==> src/rtl/rate_timer_pkg.sv <==
// Shared clock rate, period constants and width defaults for rate timers.
// Periods are clk cycles at CLK_HZ.
package rate_timer_pkg;

  localparam int CLK_HZ        = 50_000_000;
  localparam int CNT_W_DEFAULT = 26;

  localparam int PERIOD_1HZ   = CLK_HZ / 1;
  localparam int PERIOD_2HZ   = CLK_HZ / 2;
  localparam int PERIOD_5HZ   = CLK_HZ / 5;
  localparam int PERIOD_10HZ  = CLK_HZ / 10;
  localparam int PERIOD_20HZ  = CLK_HZ / 20;
  localparam int PERIOD_50HZ  = CLK_HZ / 50;
  localparam int PERIOD_100HZ = CLK_HZ / 100;
  localparam int PERIOD_1KHZ  = CLK_HZ / 1_000;
  localparam int PERIOD_10KHZ = CLK_HZ / 10_000;

  function automatic int ch_width(input int n);
    return (n > 1) ? $clog2(n) : 1;
  endfunction

endpackage

==> src/rtl/rate_timer_channel.sv <==
// One rate channel: period/count registers, tick pulse and level output.
// One-shot mode is built only when RATE_TIMER_ONESHOT_EN is defined.
module rate_timer_channel
  import rate_timer_pkg::*;
#(
  parameter int CNT_W          = CNT_W_DEFAULT,
  parameter int DEFAULT_PERIOD = PERIOD_1HZ
) (
  input  logic             clk,
  input  logic             resetn,
  input  logic             en,
  input  logic             sync,
  input  logic             wr,
  input  logic [CNT_W-1:0] wr_period,
  input  logic             wr_oneshot,
  output logic             tick,
  output logic             level,
  output logic             done
);

  localparam logic [CNT_W-1:0] ONE = CNT_W'(1);
  localparam logic [CNT_W-1:0] RST_PERIOD = CNT_W'(DEFAULT_PERIOD);
  localparam logic [CNT_W-1:0] RST_COUNT =
    (RST_PERIOD == '0) ? '0 : RST_PERIOD - ONE;

  logic [CNT_W-1:0] period_q;
  logic [CNT_W-1:0] count_q;
  logic [CNT_W-1:0] count_d;
  logic             live;
  logic             halted;
  logic             expire;

  assign live  = (period_q != '0);
  assign tick  = en & live & ~halted & (count_q == '0);
  assign level = live & (count_q < (period_q >> 1));
  assign done  = halted;

`ifdef RATE_TIMER_ONESHOT_EN
  logic oneshot_q;
  logic done_q;

  // Mode bit follows writes; done sets on a one-shot tick, clears on re-arm
  always_ff @(posedge clk) begin
    if (!resetn) begin
      oneshot_q <= 1'b0;
      done_q    <= 1'b0;
    end else if (wr) begin
      oneshot_q <= wr_oneshot;
      done_q    <= 1'b0;
    end else if (sync) begin
      done_q <= 1'b0;
    end else if (tick && oneshot_q) begin
      done_q <= 1'b1;
    end
  end

  assign halted = done_q;
  assign expire = oneshot_q;
`else
  logic unused_oneshot;

  assign unused_oneshot = wr_oneshot;
  assign halted = 1'b0;
  assign expire = 1'b0;
`endif

  // Next count: write beats sync beats counting; one-shot holds at 0
  always_comb begin
    count_d = count_q;
    if (wr) begin
      count_d = (wr_period == '0) ? '0 : wr_period - ONE;
    end else if (sync) begin
      count_d = live ? period_q - ONE : '0;
    end else if (en && live && !halted) begin
      if (count_q != '0) begin
        count_d = count_q - ONE;
      end else if (!expire) begin
        count_d = period_q - ONE;
      end
    end
  end

  // Period and count registers with synchronous reset to the default rate
  always_ff @(posedge clk) begin
    if (!resetn) begin
      period_q <= RST_PERIOD;
      count_q  <= RST_COUNT;
    end else begin
      if (wr) begin
        period_q <= wr_period;
      end
      count_q <= count_d;
    end
  end

endmodule

==> src/rtl/rate_timer_bank.sv <==
// Bank of N_CH programmable rate channels sharing one period write port.
// Optional one-shot mode: define RATE_TIMER_ONESHOT_EN.
module rate_timer_bank
  import rate_timer_pkg::*;
#(
  parameter int N_CH           = 4,
  parameter int CNT_W          = CNT_W_DEFAULT,
  parameter int DEFAULT_PERIOD = PERIOD_1HZ,
  parameter int CH_W           = ch_width(N_CH)
) (
  input  logic             clk,
  input  logic             resetn,
  input  logic [N_CH-1:0]  en,
  input  logic [N_CH-1:0]  sync,
  input  logic             wr_en,
  input  logic [CH_W-1:0]  wr_ch,
  input  logic [CNT_W-1:0] wr_period,
  input  logic             wr_oneshot,
  output logic [N_CH-1:0]  tick,
  output logic [N_CH-1:0]  level,
  output logic [N_CH-1:0]  done
);

  logic            wr_ok;
  logic [N_CH-1:0] wr_sel;

  assign wr_ok = wr_en & (int'(wr_ch) < N_CH);

  // One write strobe per channel; addresses past the last channel hit none
  always_comb begin
    wr_sel = '0;
    for (int i = 0; i < N_CH; i++) begin
      wr_sel[i] = wr_ok & (int'(wr_ch) == i);
    end
  end

  for (genvar g = 0; g < N_CH; g++) begin : g_ch
    rate_timer_channel #(
      .CNT_W          (CNT_W),
      .DEFAULT_PERIOD (DEFAULT_PERIOD)
    ) u_ch (
      .clk        (clk),
      .resetn     (resetn),
      .en         (en[g]),
      .sync       (sync[g]),
      .wr         (wr_sel[g]),
      .wr_period  (wr_period),
      .wr_oneshot (wr_oneshot),
      .tick       (tick[g]),
      .level      (level[g]),
      .done       (done[g])
    );
  end

endmodule

==> config.mk <==
export PLATFORM = sky130hd
export DESIGN_NAME = rate_timer_bank
export DESIGN_NICKNAME = d
export VERILOG_FILES = /design/src/rtl/rate_timer_pkg.sv /design/src/rtl/rate_timer_channel.sv /design/src/rtl/rate_timer_bank.sv
export SDC_FILE = /design/constraint.sdc
export NUM_CORES = 1
export LEC_CHECK = 0
export ABC_AREA = 1
export ABC_CLOCK_PERIOD_IN_PS = 3820
export CAP_MARGIN = 10
export CORE_MARGIN = 3
export CORE_UTILIZATION = 30
export DETAILED_ROUTE_END_ITERATION = 10
export PLACE_DENSITY = 0.5
export SLEW_MARGIN = 20
export SYNTH_ARGS = -nofsm -noshare
export SYNTH_HDL_FRONTEND = slang
export SYNTH_SLANG_ARGS = --single-unit
==> constraint.sdc <==
create_clock -name clk -period 3.82 [get_ports clk]
set_clock_uncertainty 0.1 [all_clocks]
set_input_delay 0.764 -clock clk [delete_from_list [all_inputs] [get_ports clk]]
set_output_delay 0.764 -clock clk [all_outputs]
set_load 0.1 [all_outputs]
==> reports/metrics.csv <==
stage,metric,value,unit
logic_synthesis,synth-edff-count,0,
place,numPortBuffers,46,
setup_path,start_kind,flop,
clocking,hold_buffers,0,
routing,drt_iter0_drc,2008,
routing,wire_per_inst,19.0,um
logic_synthesis,synth_cell_types,45,
routing,finalWirelength,78700,um
logic_synthesis,synth-adder-area-share,6.87,%
run,cap_violations,0,
place,gp_congestion,0.929,
logic_synthesis,yosysSeqAreaShare,21.8,%
timing,slew_violations,0,
clocking,htreeDepth,1,
floorplanning,die_w,258,um
routing,drcViolationCount,0,
logic_synthesis,syn-instance-count,3256,
timing,relSlewSlack,30.5,%
logic_synthesis,netlist_area,19100,um^2
clocking,clock_latency,590,ps
setup_path,critical_path_arrival,2700,ps
routing,vias_per_cell,5.02,
floorplanning,placeableCoreArea,62400,um^2
worst_hold_path,hold_class,input pin to flop,
logic_synthesis,syn_area_per_cell,5.87,um^2
cells_and_area,fillers,7145,
floorplanning,rows,91,
cells_and_area,drive_gt1_share,6.86,%
timing,fmax,281,MHz
setup_path,end_kind,output pin,
clocking,clockRootBuffer,clkbuf_16,
power,leakage,0.0104,uW
global_route,grt_start_max_net_pins,99,
cells_and_area,layout_common_cells,"nand2_1, nor2_1, inv_1, nand3_1, dfxtp_1",
setup_path,crit_required,2960,ps
timing,finalHoldViolCount,0,
cells_and_area,antenna_cells,0,
clocking,numCtsBuffers,28,
clocking,clk_pin_slew,60,ps
floorplanning,start_util,30.6,%
cells_and_area,fin_nets,3418,
cells_and_area,final_common_cell,nand2_1,
clocking,cts_tree,yes,
floorplanning,dieArea,66800,um^2
logic_synthesis,synth_top_family_by_area,simple AND/OR/NAND/NOR gates,
setup_path,crit_type,flop to output pin,
power,power_density,341,nW/um^2
clocking,clockBufferDepth,3,
logic_synthesis,synth_mux_area_share,0,%
global_route,grt_pass1_wl,118000,um
floorplanning,fp.dieH,258,um
routing,num_vias,20800,
timing,finalSetupViolations,0,
global_route,track_usage,22.9,%
logic_synthesis,synth_simple_gate_area_share,41.7,%
timing,min_period,3560,ps
logic_synthesis,ys_warn_count,0,
timing,setup-tns-final,0,ps
timing,rsz0062_at_grt,no,
logic_synthesis,ys_async_sr_fraction,0,%
clocking,post-cts-setup-buffer-count,0,
logic_synthesis,dominantRegCellSynth,dfxtp_1,
timing,tightestPinTransition,1040,ps
logic_synthesis,synth_compound_area_share,13.4,%
timing,finalWorstSetupSlack,257,ps
routing,postRouteAntennaNets,0,
timing,fin_crit_sh,93.3,%
floorplanning,io_pins,52,
routing,drtPass1Iterations,5,
logic_synthesis,synth_xor_xnor_area_share,5.27,%
outcome,status,"finished, final reports clean",
setup_path,cp_max_fo,4,
logic_synthesis,synth-seq-cells,208,
clocking,clock-sinks,208,
place,pre_cts_ws,68.6,ps
cells_and_area,areaGrowthSynthToFinish,12.5,%
global_route,antenna_found_initial,0,
global_route,grt.overflow.total,0,
global_route,grt_pass1_vias,18800,
timing,hold_ws,425,ps
power,irDropWorstVdd,0.365,mV
clocking,cts_resized,0,
place,hpwl,60400,um
[worst max-delay path: stages (launching register included)]
cell	delay (ps)
dfxtp_1	320
inv_1	130
ha_1	200
nand2_1	140
nor2_4	220
nand2_2	110
nor2_2	170
nand2_1	90
nor2_2	120
nand2_1	160
nor2_1	140
buf_4	300
[cells by family (layout without fill, tap and decap cells)]
group	count (synthesis)	count (layout)
compound gates	469	469
xor+xnor	115	115
fa+ha+maj	105	105
buf+inv	514	550
flops	208	208
other cells	1	4
simple gates	1844	1844
[cells in the mapped netlist, types with 14 or more instances]
cell type | count | area (um^2)
clkbuf_1 | 62 | 233
inv_2 | 14 | 52.6
nor2_4 | 14 | 158
nand3_1 | 275 | 1380
nand4_1 | 50 | 313
buf_2 | 21 | 105
xor2_1 | 102 | 893
o211ai_1 | 44 | 330
o21ai_0 | 205 | 1030
o21ai_1 | 16 | 80.1
inv_1 | 375 | 1410
nor2_2 | 21 | 131
nand2_1 | 973 | 3650
nor3_1 | 22 | 110
nor2_1 | 417 | 1570
nand2_2 | 20 | 125
buf_4 | 15 | 113
ha_1 | 105 | 1310
a21oi_1 | 169 | 846
dfxtp_1 | 208 | 4160
[registers in the layout, indices dropped and copies added (netlist names)]
| signal | cells |
|---|---|
| g_ch.u_ch.count_q | 104 |
| g_ch.u_ch.period_q | 104 |
[cell type report]
type | count | area [um^2] | share of cell area (%)
Clock buffer | 35 | 808 | 3.76
Tap cell | 837 | 1050 | 4.87
Sequential cell | 208 | 4160 | 19.3
Inverter | 396 | 1490 | 6.91
Timing Repair Buffer | 102 | 883 | 4.10
Multi-Input combinational cell | 2537 | 12900 | 60.0
Clock inverter | 17 | 224 | 1.04
[final timing paths]
| path | start | to | slack, ps | cells after the start |
|---|---|---|---|---|
| worst min register to register | g_ch[2].u_ch.period_q[2]$_SDFFE_PN0P_ | g_ch[2].u_ch.period_q[2]$_SDFFE_PN0P_ | 420 | 2 |
| worst max-delay path | g_ch[3].u_ch.count_q[0]$_SDFFE_PN1P_ | tick[3] | 260 | 11 |
| worst min-delay path | resetn | g_ch[2].u_ch.period_q[7]$_SDFFE_PN1P_ | 420 | 2 |
| worst max register to register | g_ch[2].u_ch.period_q[1]$_SDFFE_PN0P_ | g_ch[2].u_ch.count_q[9]$_SDFFE_PN0P_ | 1000 | 10 |
[report_power, final]
part | internal (uW) | total (uW) | switching, uW
clock network | 1830 | 3030 | 1190
registers | 2330 | 2550 | 227
logic | 572 | 1770 | 1200
[metal layers]
metal / track usage (%) / part of all wire, %
met3: 1.80 / 5.7
met5: 0 / 0
met1: 32.7 / 47
met2: 36.9 / 44
met4: 6.59 / 3.1
[per-stage QoR]
| step | utilization (%) | cells | instance area (um^2) | total power (uW) |
|---|---|---|---|---|
| after floorplan | - | 3259 | 19100 | 3730 |
| after global placement | 32.8 | 4079 | 20500 | 4340 |
| after detailed placement | 32.8 | 4079 | 20500 | 4340 |
| after CTS | 34.5 | 4131 | 21500 | 7380 |
| after global routing | 34.5 | 4132 | 21500 | 7710 |
| final | 34.5 | 4132 | 21500 | 7350 |
(Power assumes the default switching activity.)
